**src/rtl/digit_overlay.sv**
```systemverilog
// Seven-segment clock overlay: draws NUM_DIGITS BCD digits with blinking colons over active video.
// Optional macro OVERLAY_BLINK_EN enables the colon blink counter; without it colons stay lit.
module digit_overlay #(
    parameter int NUM_DIGITS   = 6,
    parameter int BLOCK_SIZE   = 5,
    parameter int DIGIT_GAP    = 20,
    parameter int ORIGIN_X     = 200,
    parameter int ORIGIN_Y     = 340,
    parameter int BLINK_FRAMES = 30
) (
    input  logic                    clk,
    input  logic                    rst,
    input  logic                    h_disp,
    input  logic                    v_disp,
    input  logic [10:0]             pix_x,
    input  logic [10:0]             pix_y,
    input  logic [4*NUM_DIGITS-1:0] digits,
    input  logic                    frame_start,
    output logic                    r_out,
    output logic                    g_out,
    output logic                    b_out
);

    localparam int DIGIT_W   = 5 * BLOCK_SIZE;
    localparam int DIGIT_H   = 9 * BLOCK_SIZE;
    localparam int PITCH     = DIGIT_W + DIGIT_GAP;
    localparam int COLON_OFS = DIGIT_W + (DIGIT_GAP - BLOCK_SIZE) / 2;

    // Segment bits ordered {g,f,e,d,c,b,a}; non-decimal codes stay dark.
    function automatic logic [6:0] seg_decode(input logic [3:0] nib);
        logic [6:0] segs;
        case (nib)
            4'd0:    segs = 7'b0111111;
            4'd1:    segs = 7'b0000110;
            4'd2:    segs = 7'b1011011;
            4'd3:    segs = 7'b1001111;
            4'd4:    segs = 7'b1100110;
            4'd5:    segs = 7'b1101101;
            4'd6:    segs = 7'b1111101;
            4'd7:    segs = 7'b0000111;
            4'd8:    segs = 7'b1111111;
            4'd9:    segs = 7'b1101111;
            default: segs = 7'b0000000;
        endcase
        return segs;
    endfunction

    function automatic logic [6:0] cell_mask(input logic [2:0] col, input logic [3:0] row);
        logic [6:0] mask;
        logic       mid_col;
        mid_col = (col >= 3'd1) && (col <= 3'd3);
        mask[0] = mid_col && (row == 4'd0);
        mask[1] = (col == 3'd4) && (row >= 4'd1) && (row <= 4'd3);
        mask[2] = (col == 3'd4) && (row >= 4'd5) && (row <= 4'd7);
        mask[3] = mid_col && (row == 4'd8);
        mask[4] = (col == 3'd0) && (row >= 4'd5) && (row <= 4'd7);
        mask[5] = (col == 3'd0) && (row >= 4'd1) && (row <= 4'd3);
        mask[6] = mid_col && (row == 4'd4);
        return mask;
    endfunction

    logic [4*NUM_DIGITS-1:0] snap_r;
    logic                    colon_vis_s;
    int                      px_s, py_s, dx_s, dy_s;
    logic                    in_rows_s, hit_k_s, dig_hit_s, colon_hit_s;
    logic [2:0]              dig_idx_s, col_s;
    logic [3:0]              row_s;
    logic                    act_r, dig_hit_r, colon_hit_r;
    logic [2:0]              dig_idx_r, col_r;
    logic [3:0]              row_r;
    logic [3:0]              nib_s;
    logic                    lit_s;
    logic [2:0]              rgb_s;

    // Frame snapshot of the displayed digits.
    always_ff @(posedge clk or posedge rst) begin
        if (rst) begin
            snap_r <= '0;
        end else if (frame_start) begin
            snap_r <= digits;
        end
    end

`ifdef OVERLAY_BLINK_EN
    localparam int CNT_W = (BLINK_FRAMES > 1) ? $clog2(BLINK_FRAMES) : 1;
    logic [CNT_W-1:0] frame_cnt_r;
    logic             colon_vis_r;

    // Frame counter; colon visibility flips each time it wraps.
    always_ff @(posedge clk or posedge rst) begin
        if (rst) begin
            frame_cnt_r <= '0;
            colon_vis_r <= 1'b1;
        end else if (frame_start) begin
            if (frame_cnt_r == CNT_W'(BLINK_FRAMES - 1)) begin
                frame_cnt_r <= '0;
                colon_vis_r <= ~colon_vis_r;
            end else begin
                frame_cnt_r <= frame_cnt_r + CNT_W'(1);
            end
        end
    end

    assign colon_vis_s = colon_vis_r;
`else
    assign colon_vis_s = 1'b1;
`endif

    // Stage 1 decode: signed int arithmetic so out-of-box pixels never wrap into a box.
    always_comb begin
        px_s        = int'({21'd0, pix_x});
        py_s        = int'({21'd0, pix_y});
        dy_s        = py_s - ORIGIN_Y;
        in_rows_s   = (dy_s >= 0) && (dy_s < DIGIT_H);
        dig_hit_s   = 1'b0;
        dig_idx_s   = 3'd0;
        dx_s        = 0;
        colon_hit_s = 1'b0;
        hit_k_s     = 1'b0;
        for (int k = 0; k < NUM_DIGITS; k++) begin
            hit_k_s     = in_rows_s && (px_s >= ORIGIN_X + k * PITCH)
                          && (px_s < ORIGIN_X + k * PITCH + DIGIT_W);
            dig_hit_s   = dig_hit_s | hit_k_s;
            dig_idx_s   = hit_k_s ? 3'(k) : dig_idx_s;
            dx_s        = hit_k_s ? (px_s - (ORIGIN_X + k * PITCH)) : dx_s;
            colon_hit_s = colon_hit_s | (((k % 2) == 1) && (k < NUM_DIGITS - 1)
                          && (px_s >= ORIGIN_X + k * PITCH + COLON_OFS)
                          && (px_s < ORIGIN_X + k * PITCH + COLON_OFS + BLOCK_SIZE)
                          && (((dy_s >= 2 * BLOCK_SIZE) && (dy_s < 4 * BLOCK_SIZE))
                           || ((dy_s >= 5 * BLOCK_SIZE) && (dy_s < 7 * BLOCK_SIZE))));
        end
        col_s = 3'(dx_s / BLOCK_SIZE);
        row_s = in_rows_s ? 4'(dy_s / BLOCK_SIZE) : 4'd0;
    end

    // Stage 1 registers: hit flags, digit index and local cell.
    always_ff @(posedge clk or posedge rst) begin
        if (rst) begin
            act_r       <= 1'b0;
            dig_hit_r   <= 1'b0;
            colon_hit_r <= 1'b0;
            dig_idx_r   <= 3'd0;
            col_r       <= 3'd0;
            row_r       <= 4'd0;
        end else begin
            act_r       <= h_disp & v_disp;
            dig_hit_r   <= dig_hit_s;
            colon_hit_r <= colon_hit_s;
            dig_idx_r   <= dig_idx_s;
            col_r       <= col_s;
            row_r       <= row_s;
        end
    end

    // Stage 2 colour selection from the snapshot nibble of the hit digit.
    always_comb begin
        nib_s = 4'd0;
        for (int k = 0; k < NUM_DIGITS; k++) begin
            nib_s = (dig_idx_r == 3'(k)) ? snap_r[4*(NUM_DIGITS-1-k) +: 4] : nib_s;
        end
        lit_s = (dig_hit_r && (|(seg_decode(nib_s) & cell_mask(col_r, row_r))))
                || (colon_hit_r && colon_vis_s);
        if (!act_r) begin
            rgb_s = 3'b000;
        end else if (lit_s) begin
            rgb_s = 3'b110;
        end else begin
            rgb_s = 3'b001;
        end
    end

    // Stage 2 registered colour outputs.
    always_ff @(posedge clk or posedge rst) begin
        if (rst) begin
            r_out <= 1'b0;
            g_out <= 1'b0;
            b_out <= 1'b0;
        end else begin
            r_out <= rgb_s[2];
            g_out <= rgb_s[1];
            b_out <= rgb_s[0];
        end
    end

endmodule

```
**config.mk**
```make
export PLATFORM = sky130hd
export DESIGN_NAME = digit_overlay
export DESIGN_NICKNAME = d
export VERILOG_FILES = /design/src/rtl/digit_overlay.sv
export SDC_FILE = /design/constraint.sdc
export NUM_CORES = 1
export LEC_CHECK = 0
export ABC_AREA = 1
export CORE_MARGIN = 1
export CORE_UTILIZATION = 64
export DETAILED_ROUTE_END_ITERATION = 16
export PLACE_DENSITY = 0.95
export SYNTH_ARGS = -nofsm -noshare
export SYNTH_HDL_FRONTEND = slang
export SYNTH_SLANG_ARGS = --single-unit
```
**constraint.sdc**
```tcl
create_clock -name clk -period 4.9 [get_ports clk]
set_input_delay 0.98 -clock clk [delete_from_list [all_inputs] [get_ports clk]]
set_output_delay 0.98 -clock clk [all_outputs]
set_load 0.05 [all_outputs]
```
==> flow_metrics.env, run 1 <==
export IMPL_outcome="did not finish"
export IMPL_lastStage="clock tree synthesis"
export IMPL_stop_error="[ERROR DPL-0038] Utilization greater than 100%, impossible to legalize"
export IMPL_ys_types=58
export IMPL_die_w_um=93.0
export IMPL_gp_congestion=1.09
export IMPL_yosysWarnings=0
export IMPL_cts_sinks=39
export IMPL_avgSynthCellArea_um2=6.31
export IMPL_boundaryPins=54
export IMPL_synth_yosys_seq_area_share_pct=18.4
export IMPL_postSynthCellCount=839
export IMPL_dp_hpwl_um=17800
export IMPL_fp_row_count=32
export IMPL_start_util_pct=67.5
export IMPL_cts_buffers=5
export IMPL_die_h_um=93.0
export IMPL_netlist_area_mm2=0.00529
export IMPL_placed_cells=1163
export IMPL_cts_resized=151
export IMPL_cts_setup_buffers=73
export IMPL_cts_max_path_buffers=2
export IMPL_postCtsHoldBufs=0
export IMPL_root_buffer="clkbuf_8"
export IMPL_h_tree_depth=2
export IMPL_syn_nets=927
export IMPL_io_buffer_count=53
export IMPL_placedInstanceArea_mm2=0.00733
export IMPL_synth_seq_cells=39
-- stage by stage --
step                setup WS (ns)  hold WS, ns
floorplan                  -0.401        0.460
detailed placement          -1.71        0.498
global placement            -1.01        0.469
-- synth_stat cells, drive strengths merged --
| library cell | number | area (um2) |
|---|---|---|
| nor3 | 15 | 103 |
| clkinv | 1 | 3.75 |
| a21oi | 40 | 204 |
| a21o | 2 | 15.0 |
| xnor2 | 4 | 35.0 |
| mux2 | 10 | 113 |
| xor2 | 21 | 191 |
| nand2 | 250 | 1020 |
| or2 | 3 | 21.3 |
| nand4 | 20 | 125 |
| a2111oi | 1 | 8.76 |
| o211ai | 11 | 87.6 |
| nand3 | 86 | 490 |
| nor2 | 51 | 214 |
| a22oi | 1 | 7.51 |
| dfrtp | 39 | 976 |
| a32o | 1 | 10.0 |
| o22ai | 7 | 43.8 |
| a41oi | 1 | 8.76 |
| o31ai | 1 | 7.51 |
| nand3b | 9 | 80.1 |
| o221ai | 2 | 17.5 |
| o311ai | 1 | 8.76 |
| buf | 6 | 32.5 |
| a21boi | 1 | 7.51 |
| a211oi | 6 | 45.0 |
| o21bai | 1 | 7.51 |
| nor4 | 4 | 25.0 |
| o21ai | 50 | 280 |
| o2111ai | 2 | 17.5 |
| inv | 136 | 513 |
| a311oi | 1 | 8.76 |
| a31oi | 6 | 37.5 |
| clkbuf | 7 | 26.3 |
| a221oi | 2 | 17.5 |
| ha | 37 | 463 |
| o41ai | 2 | 17.5 |
| o21a | 1 | 7.51 |
-- logic make-up after synthesis --
logic type	Yosys count	share of synthesized area (%)
simple gates	438	39.2
buf+inv	150	10.9
compound gates	140	16.4
flops	39	18.4
fa+ha+maj	37	8.74
xor+xnor	25	4.28
mux	10	2.13
==> run 2: changes to the inputs <==
--- a/config.mk
+++ b/config.mk
@@ -7,9 +7,9 @@
 export LEC_CHECK = 0
 export ABC_AREA = 1
 export CORE_MARGIN = 1
-export CORE_UTILIZATION = 64
+export CORE_UTILIZATION = 40
 export DETAILED_ROUTE_END_ITERATION = 16
-export PLACE_DENSITY = 0.95
+export PLACE_DENSITY_LB_ADDON = 0.15
 export SYNTH_ARGS = -nofsm -noshare
 export SYNTH_HDL_FRONTEND = slang
 export SYNTH_SLANG_ARGS = --single-unit
==> flow_metrics.env, run 2 <==
export IMPL_p_int_mw=1.15
export IMPL_cts_sinks=39
export IMPL_first_pass_iters=7
export IMPL_outcome="finished, violations left"
export IMPL_gp_congestion=0.937
export IMPL_largest_register="snap_r"
export IMPL_p_sw_uw=836
export IMPL_crit_arrival_ns=5.56
export IMPL_slowest_stage="ha_1"
export IMPL_grt_pass1_vias=5914
export IMPL_reg_top3="snap_r: 24 flops, row_r: 4 flops"
export IMPL_syn_nets=927
export IMPL_clk_pin_slew_ns=0.05
export IMPL_drive_gt1_share_pct=40.0
export IMPL_clkLatencyLatePin_ns=0.28
export IMPL_yosysWarnings=0
export IMPL_r2r_cells=17
export IMPL_start_kind="input port"
export IMPL_fin_nets=1229
export IMPL_cp_required_ns=5.07
export IMPL_synth_yosys_seq_area_share_pct=18.4
export IMPL_worstReg2RegEnd="b_out"
export IMPL_grt_overflow=0
export IMPL_multi_input_area_mm2=0.00423
export IMPL_fin_cells=1314
export IMPL_wl_per_cell_um=12.5
export IMPL_mostFrequentLayoutCells="buf_4 (244), nand2_1 (193), inv_1 (97)"
export IMPL_critPathMaxFanout=7
export IMPL_boundaryPins=54
export IMPL_nFillCells=1127
export IMPL_synth_edf_count=0
export IMPL_worst_slack_ns=-0.492
export IMPL_yosys_top_cells_count="nand2_1 (223), inv_1 (114), nand3_1 (77)"
export IMPL_placed_cells=1262
export IMPL_min_period_ns=5.39
export IMPL_async_reset_ff_share_pct=100
export IMPL_antennaDiodeCount=0
export IMPL_postSynthCellCount=839
export IMPL_cap_violations=0
export IMPL_powerDensity_mw_per_mm2=231
export IMPL_seq_area_um2=976
export IMPL_share_seq_of_total_power_pct=17.9
export IMPL_h_tree_depth=2
export IMPL_die_w_um=117
export IMPL_failed_checks="negative setup slack"
export IMPL_r2r_setup_slack_ns=1.71
export IMPL_hold_violations=0
export IMPL_via_count=6515
export IMPL_postCtsHoldBufs=0
export IMPL_dp_slack_ns=-1.08
export IMPL_netlist_area_mm2=0.00529
export IMPL_final_common_cell="buf_4"
export IMPL_fin_worst_skew_ns=0.00146
export IMPL_critPathCaptureType="flip-flop"
export IMPL_io_buffer_count=53
export IMPL_synth_flop_cell="dfrtp_1"
export IMPL_synth_top_area_share_pct=18.4
export IMPL_p_total_mw=1.99
export IMPL_placedInstanceArea_mm2=0.00764
export IMPL_synthTopCellsByArea="dfrtp_1 (18%), nand2_1 (16%), ha_1 (8.7%)"
export IMPL_ant_nets=0
export IMPL_yosysMostFrequentCell="nand2_1"
export IMPL_worst_hold_path_type="flip-flop to flip-flop"
export IMPL_fin_crit_sh_pct=110
export IMPL_grt_max_degree=40
export IMPL_worst_hold_startpoint="colon_hit_r"
export IMPL_whs_ns=0.498
export IMPL_critPathMaxStageDelay_ns=0.24
export IMPL_viasPerCell=4.96
export IMPL_antenna_found_initial=0
export IMPL_grt_pass1_wl_um=26000
export IMPL_drt_iter0_drc=401
export IMPL_final_area_mm2=0.00859
export IMPL_p_leak_nw=4.51
export IMPL_rsz0062_at_grt="yes"
export IMPL_cts_tree="built"
export IMPL_cts_max_path_buffers=2
export IMPL_relSlewSlack_pct=34.0
export IMPL_root_buffer="clkbuf_16"
export IMPL_largest_register_ffs=24
export IMPL_start_util_pct=41.4
export IMPL_min_path_cells=3
export IMPL_r2r_start="dig_idx_r[1]"
export IMPL_switching_share_pct=42.1
export IMPL_fmax_mhz=185
export IMPL_avgSynthCellArea_um2=6.31
export IMPL_dp_hpwl_um=12300
export IMPL_dieArea_mm2=0.0137
export IMPL_critical_path_class="input port to flip-flop"
export IMPL_drc=0
export IMPL_syn_to_final_growth_pct=62.3
export IMPL_yosys_area_top_type="dfrtp_1"
export IMPL_whs_endpoint="b_out"
export IMPL_ys_types=58
export IMPL_worst_pin_slew_ns=0.987
export IMPL_die_h_um=117
export IMPL_combinationalPowerShare_pct=65.4
export IMPL_cts_buffers=5
export IMPL_fp_row_count=41
export IMPL_synth_seq_cells=39
export IMPL_setup_viol=3
export IMPL_routed_wl_um=16400
export IMPL_tns_ns=-1.22
export IMPL_slew_violations=0
export IMPL_grt_use_total_pct=23.5
export IMPL_max_vdd_ir_drop_v=0.000148
export IMPL_coreArea_mm2=0.0128
export IMPL_power_frac_clock_pct=16.7
export IMPL_finalCoreUtilization_pct=67.3
## run 2: cell counts after synthesis
No cell type changed its count.
## run 2: area by class of cell
cell class | count | area share, %
multi-input cells | 650 | 49.2
repair buffers | 308 | 28.9
flip-flops and latches | 39 | 11.4
inverters | 137 | 6.26
well taps | 172 | 2.50
clock buffers | 8 | 1.82
## run 2: metal layers
| layer | GRT usage, % | vias to the layer above | wire length, um |
|---|---|---|---|
| met5 | 0 | - | 0 |
| met4 | 5.91 | 0 | 256 |
| met3 | 2.52 | 23 | 671 |
| met2 | 40.6 | 158 | 7850 |
| met1 | 31.4 | 2942 | 7670 |
| li1 | - | 3392 | - |
## run 2: worst max-delay path, delay by kind of cell
family / cells / cell delay, ns
xor gates and xnor gates: 1 / 0.18
AOI/OAI and AO/OA: 5 / 0.73
buffers and inverters: 9 / 0.89
adders and majority gates: 2 / 0.38
and+or+nand+nor: 22 / 2.39
## run 2: worst max-delay path by stage
| stage | start | to | slack (ns) |
|---|---|---|---|
| floorplan | pix_y[3] | col_r[1] | -0.40 |
| finish | pix_y[2] | col_r[1] | -0.49 |
| global route | pix_y[2] | col_r[2] | -0.78 |
| CTS | pix_y[0] | col_r[1] | -0.28 |
| detailed placement | pix_y[3] | col_r[1] | -1.08 |
| global placement | pix_x[1] | col_r[1] | -1.05 |
## run 2: what timing repair did
action	CTS	global route
setup endpoints to repair	5	5
buffers inserted	29	17
resized for setup	116	52
pin swaps	46	46
## run 2: logic make-up (layout without fill, tap and decap cells)
| family | Yosys count | in the layout | synth area share [%] |
|---|---|---|---|
| and+or+nand+nor | 438 | 438 | 39.2 |
| buffers and inverters | 150 | 453 | 10.9 |
| AOI/OAI and AO/OA | 140 | 140 | 16.4 |
| DFF | 39 | 39 | 18.4 |
| adders and majority gates | 37 | 37 | 8.74 |
| xor gates and xnor gates | 25 | 25 | 4.28 |
| muxes | 10 | 10 | 2.13 |
## run 2: power groups by stage
stage	Sequential [mW]	Clock [mW]	Combinational, mW
floorplan	0.359	0	0.813
global placement	0.360	0	1.24
detailed placement	0.360	0	1.25
CTS	0.355	0.338	1.28
global route	0.357	0.350	1.47
finish	0.355	0.332	1.30
Note: power is estimated with default switching activity, not from simulation.
==> run 3: changes to the inputs <==
--- a/config.mk
+++ b/config.mk
@@ -5,8 +5,7 @@
 export SDC_FILE = /design/constraint.sdc
 export NUM_CORES = 1
 export LEC_CHECK = 0
-export ABC_AREA = 1
-export CORE_MARGIN = 1
+export CORE_MARGIN = 2
 export CORE_UTILIZATION = 40
 export DETAILED_ROUTE_END_ITERATION = 16
 export PLACE_DENSITY_LB_ADDON = 0.15
==> flow_metrics.env, run 3 <==
export IMPL_fin_nets=1180
export IMPL_start_util_pct=40.7
export IMPL_largest_register="snap_r"
export IMPL_syn_to_final_growth_pct=76.9
export IMPL_critPathCaptureType="flip-flop"
export IMPL_final_common_cell="buf_4"
export IMPL_switching_share_pct=37.3
export IMPL_async_reset_ff_share_pct=100
export IMPL_grt_overflow=0
export IMPL_grt_max_degree=40
export IMPL_hold_violations=0
export IMPL_max_vdd_ir_drop_v=0.000127
export IMPL_cts_sinks=39
export IMPL_slew_violations=0
export IMPL_setup_viol=3
export IMPL_yosys_top_cells_count="nor2_1 (75), nand2_1 (48), a21oi_1 (45)"
export IMPL_clkLatencyLatePin_ns=0.27
export IMPL_cts_tree="built"
export IMPL_antenna_found_initial=0
export IMPL_via_count=7308
export IMPL_rsz0062_at_grt="yes"
export IMPL_largest_register_ffs=24
export IMPL_drt_iter0_drc=511
export IMPL_mostFrequentLayoutCells="buf_4 (298), nor2_1 (60), nand2_1 (45)"
export IMPL_drive_gt1_share_pct=54.3
export IMPL_combinationalPowerShare_pct=63.6
export IMPL_finalCoreUtilization_pct=72.0
export IMPL_drc=0
export IMPL_clk_pin_slew_ns=0.05
export IMPL_h_tree_depth=2
export IMPL_power_frac_clock_pct=16.4
export IMPL_yosysMostFrequentCell="nor2_1"
export IMPL_fin_worst_skew_ns=0.00410
export IMPL_p_total_mw=1.77
export IMPL_avgSynthCellArea_um2=8.08
export IMPL_fmax_mhz=189
export IMPL_routed_wl_um=22000
export IMPL_synth_seq_cells=39
export IMPL_synth_yosys_seq_area_share_pct=16.6
export IMPL_worst_slack_ns=-0.394
export IMPL_start_kind="input port"
export IMPL_ys_types=109
export IMPL_yosysWarnings=0
export IMPL_yosys_area_top_type="dfrtp_1"
export IMPL_fin_crit_sh_pct=108
export IMPL_root_buffer="clkbuf_16"
export IMPL_p_int_mw=1.11
export IMPL_syn_nets=817
export IMPL_cap_violations=0
export IMPL_synth_edf_count=0
export IMPL_viasPerCell=5.73
export IMPL_failed_checks="negative setup slack"
export IMPL_die_w_um=125
export IMPL_cp_required_ns=5.06
export IMPL_boundaryPins=54
export IMPL_gp_congestion=0.962
export IMPL_fp_row_count=44
export IMPL_share_seq_of_total_power_pct=20.0
export IMPL_synth_top_area_share_pct=16.6
export IMPL_reg_top3="snap_r: 24 flops, row_r: 4 flops"
export IMPL_wl_per_cell_um=17.3
export IMPL_synthTopCellsByArea="dfrtp_1 (17%), ha_1 (7.9%), mux2_2 (5.4%)"
export IMPL_cts_max_path_buffers=2
export IMPL_cts_buffers=5
export IMPL_worst_pin_slew_ns=1.04
export IMPL_first_pass_iters=5
export IMPL_p_leak_nw=4.42
export IMPL_postCtsHoldBufs=0
export IMPL_synth_flop_cell="dfrtp_1"
export IMPL_io_buffer_count=53
export IMPL_antennaDiodeCount=0
export IMPL_outcome="finished, violations left"
export IMPL_powerDensity_mw_per_mm2=170
export IMPL_relSlewSlack_pct=30.3
export IMPL_dp_hpwl_um=15800
export IMPL_grt_pass1_wl_um=33800
export IMPL_grt_use_total_pct=25.2
export IMPL_p_sw_uw=660
export IMPL_critPathMaxFanout=4
export IMPL_ant_nets=0
export IMPL_grt_pass1_vias=7071
export IMPL_worst_hold_path_type="flip-flop to flip-flop"
export IMPL_crit_arrival_ns=5.46
export IMPL_min_period_ns=5.29
export IMPL_critical_path_class="input port to flip-flop"
export IMPL_netlist_area_mm2=0.00589
export IMPL_postSynthCellCount=729
export IMPL_dieArea_mm2=0.0157
export IMPL_coreArea_mm2=0.0145
export IMPL_die_h_um=125
## run 3: cell types whose count changed in the layout (fill, tap and decap cells not counted), sizes merged, moves of 15 or more
cell	previous run	this run
nor2	51	78
a31oi	6	21
xnor2	4	28
buf	259	349
mux2	10	28
nand3	86	26
nand2	250	48
inv	135	28
## run 3: worst paths after layout
check	start	slack (ns)	end	cells past startpoint
setup / recovery	pix_x[3]	-0.39	col_r[1]	26
hold / removal	act_r	0.48	b_out	1
setup reg to reg	dig_idx_r[0]	1.54	b_out	13
hold reg to reg	act_r	0.48	b_out	1
max in group asynchronous	rst	3.42	dig_idx_r[1]	3
min in group asynchronous	rst	1.14	col_r[1]	3
## run 3: kinds of logic after synthesis
family / Yosys count / share of synthesized area (%)
DFF: 39 / 16.6
buffers and inverters: 66 / 5.52
and+or+nand+nor: 256 / 22.4
xor gates and xnor gates: 36 / 5.73
adders and majority gates: 38 / 8.03
muxes: 42 / 8.15
AOI/OAI and AO/OA: 252 / 33.6
## run 3: metrics by stage
step	cells	setup WS (ns)	instance area [um2]	hold WS, ns	setup TNS (ns)
after detailed placement	1194	-1.38	8620	0.469	-4.78
after global routing	1275	-0.636	10400	0.512	-1.57
after floorplan	729	-0.586	6110	0.445	-1.26
after CTS	1237	-0.538	9350	0.476	-1.18
after global placement	1194	-1.34	8620	0.474	-4.42
final	1275	-0.394	10400	0.477	-0.802
## run 3: repair_timing
action | in CTS | in global routing
gates resized for setup | 117 | 192
pin swaps | 53 | 99
endpoints found under the hold margin | 0 | 0
gates cloned | 1 | 0
setup endpoints to repair | 5 | 5
setup buffers | 38 | 41
## run 3: critical path: stages
cell	delay, ns
buf_8	0.09
buf_6	0.11
ha_4	0.13
or4b_4	0.45
a21oi_2	0.13
o21a_2	0.19
a31oi_1	0.11
o2111a_1	0.25
a2111o_1	0.36
buf_4	0.16
buf_4	0.13
a31oi_4	0.19
xor2_4	0.25
o21ai_1	0.13
a21oi_2	0.16
a21oi_2	0.05
ha_2	0.22
buf_4	0.15
nor2_4	0.10
nor4_2	0.05
a2111oi_4	0.38
a21oi_2	0.07
a31o_1	0.23
ha_1	0.26
nor2_1	0.08
a21oi_1	0.04
## run 3: power by group through the flow
stage	combinational [mW]	clock, mW	sequential (mW)
5_1_grt	1.20	0.312	0.357
6_report	1.13	0.290	0.355
3_3_place_gp	0.869	0	0.359
3_5_place_dp	0.887	0	0.360
4_1_cts	0.960	0.295	0.355
2_1_floorplan	0.507	0	0.358
## run 3: area by class of cell
| cell class | instances | area (um2) |
|---|---|---|
| Tap cell | 184 | 230 |
| Fill cell | 1063 | 4060 |
| Multi-Input combinational cell | 624 | 5730 |
| Timing Repair Buffer | 394 | 3230 |
| Inverter | 28 | 130 |
| Sequential cell | 39 | 976 |
| Clock buffer | 6 | 129 |
## run 3: metal layers
layer / wire length (um) / GRT usage [%] / share of wire [%]
met1: 9880 / 34.9 / 45
met2: 10900 / 43.0 / 50
met3: 868 / 2.05 / 3.9
met4: 336 / 5.69 / 1.5
met5: 0 / 0 / 0
==> run 4: changes to the inputs <==
--- a/config.mk
+++ b/config.mk
@@ -5,7 +5,9 @@
 export SDC_FILE = /design/constraint.sdc
 export NUM_CORES = 1
 export LEC_CHECK = 0
-export CORE_MARGIN = 2
+export CELL_PAD_IN_SITES_DETAIL_PLACEMENT = 1
+export CELL_PAD_IN_SITES_GLOBAL_PLACEMENT = 1
+export CORE_MARGIN = 3
 export CORE_UTILIZATION = 40
 export DETAILED_ROUTE_END_ITERATION = 16
 export PLACE_DENSITY_LB_ADDON = 0.15
==> flow_metrics.env, run 4 <==
export IMPL_yosysWarnings=0
export IMPL_antenna_found_initial=7
export IMPL_synth_edf_count=0
export IMPL_die_w_um=127
export IMPL_boundaryPins=54
export IMPL_cts_buffers=5
export IMPL_cts_max_path_buffers=2
export IMPL_synthTopCellsByArea="dfrtp_1 (17%), ha_1 (7.9%), mux2_2 (5.4%)"
export IMPL_synth_yosys_seq_area_share_pct=16.6
export IMPL_ys_types=109
export IMPL_grt_max_degree=34
export IMPL_stop_error="[ERROR GRT-0232] Routing congestion too high. Check the congestion heatmap in the GUI."
export IMPL_lastStage="global routing"
export IMPL_cts_sinks=39
export IMPL_postSynthCellCount=729
export IMPL_start_util_pct=41.6
export IMPL_netlist_area_mm2=0.00589
export IMPL_synth_flop_cell="dfrtp_1"
export IMPL_fp_row_count=43
export IMPL_io_buffer_count=53
export IMPL_gp_congestion=0.922
export IMPL_synth_seq_cells=39
export IMPL_h_tree_depth=2
export IMPL_dp_slack_ns=-1.52
export IMPL_grt_overflow=572
export IMPL_avgSynthCellArea_um2=8.08
export IMPL_postCtsHoldBufs=0
export IMPL_syn_nets=817
export IMPL_grt_worst_endpoint="col_r[1]$_DFF_PP0_/D"
export IMPL_worstEpCategory="sequential cell input"
export IMPL_die_h_um=127
export IMPL_yosys_top_cells_count="nor2_1 (75), nand2_1 (48), a21oi_1 (45)"
export IMPL_root_buffer="clkbuf_16"
export IMPL_outcome="did not finish"
export IMPL_yosys_area_top_type="dfrtp_1"
export IMPL_grt_use_total_pct=85.0
export IMPL_async_reset_ff_share_pct=100
export IMPL_dp_hpwl_um=19400
export IMPL_yosysMostFrequentCell="nor2_1"
export IMPL_synth_top_area_share_pct=16.6
## run 4: cell counts after synthesis
No cell type changed its count.
## run 4: logic make-up after synthesis
| group | synth area share (%) |
|---|---|
| AND/OR/NAND/NOR | 22.4 |
| buffers and inverters | 5.52 |
| adder cells (fa/ha/maj) | 8.03 |
| XOR/XNOR | 5.73 |
| multiplexers | 8.15 |
| AO/OA/AOI/OAI | 33.6 |
| flip-flops | 16.6 |
## run 4: repair_timing
action	4_1_cts
endpoints found under the setup margin	5
pin swaps	59
buffers inserted	52
gates resized for setup	146
gates cloned	1
hold endpoints to repair	0
## run 4: routing by layer
metal	global-route usage (%)	GRT overflow
met3	65.6	3
met5	14.9	0
met2	105	383
met1	82.5	5
met4	94.8	181
## run 4: stage by stage
step,instance area (um2),instances,setup TNS [ns]
after detailed placement,8580,1186,-5.41
after floorplan,6110,729,-1.26
after CTS,9640,1247,-1.81
after global placement,8580,1186,-4.11
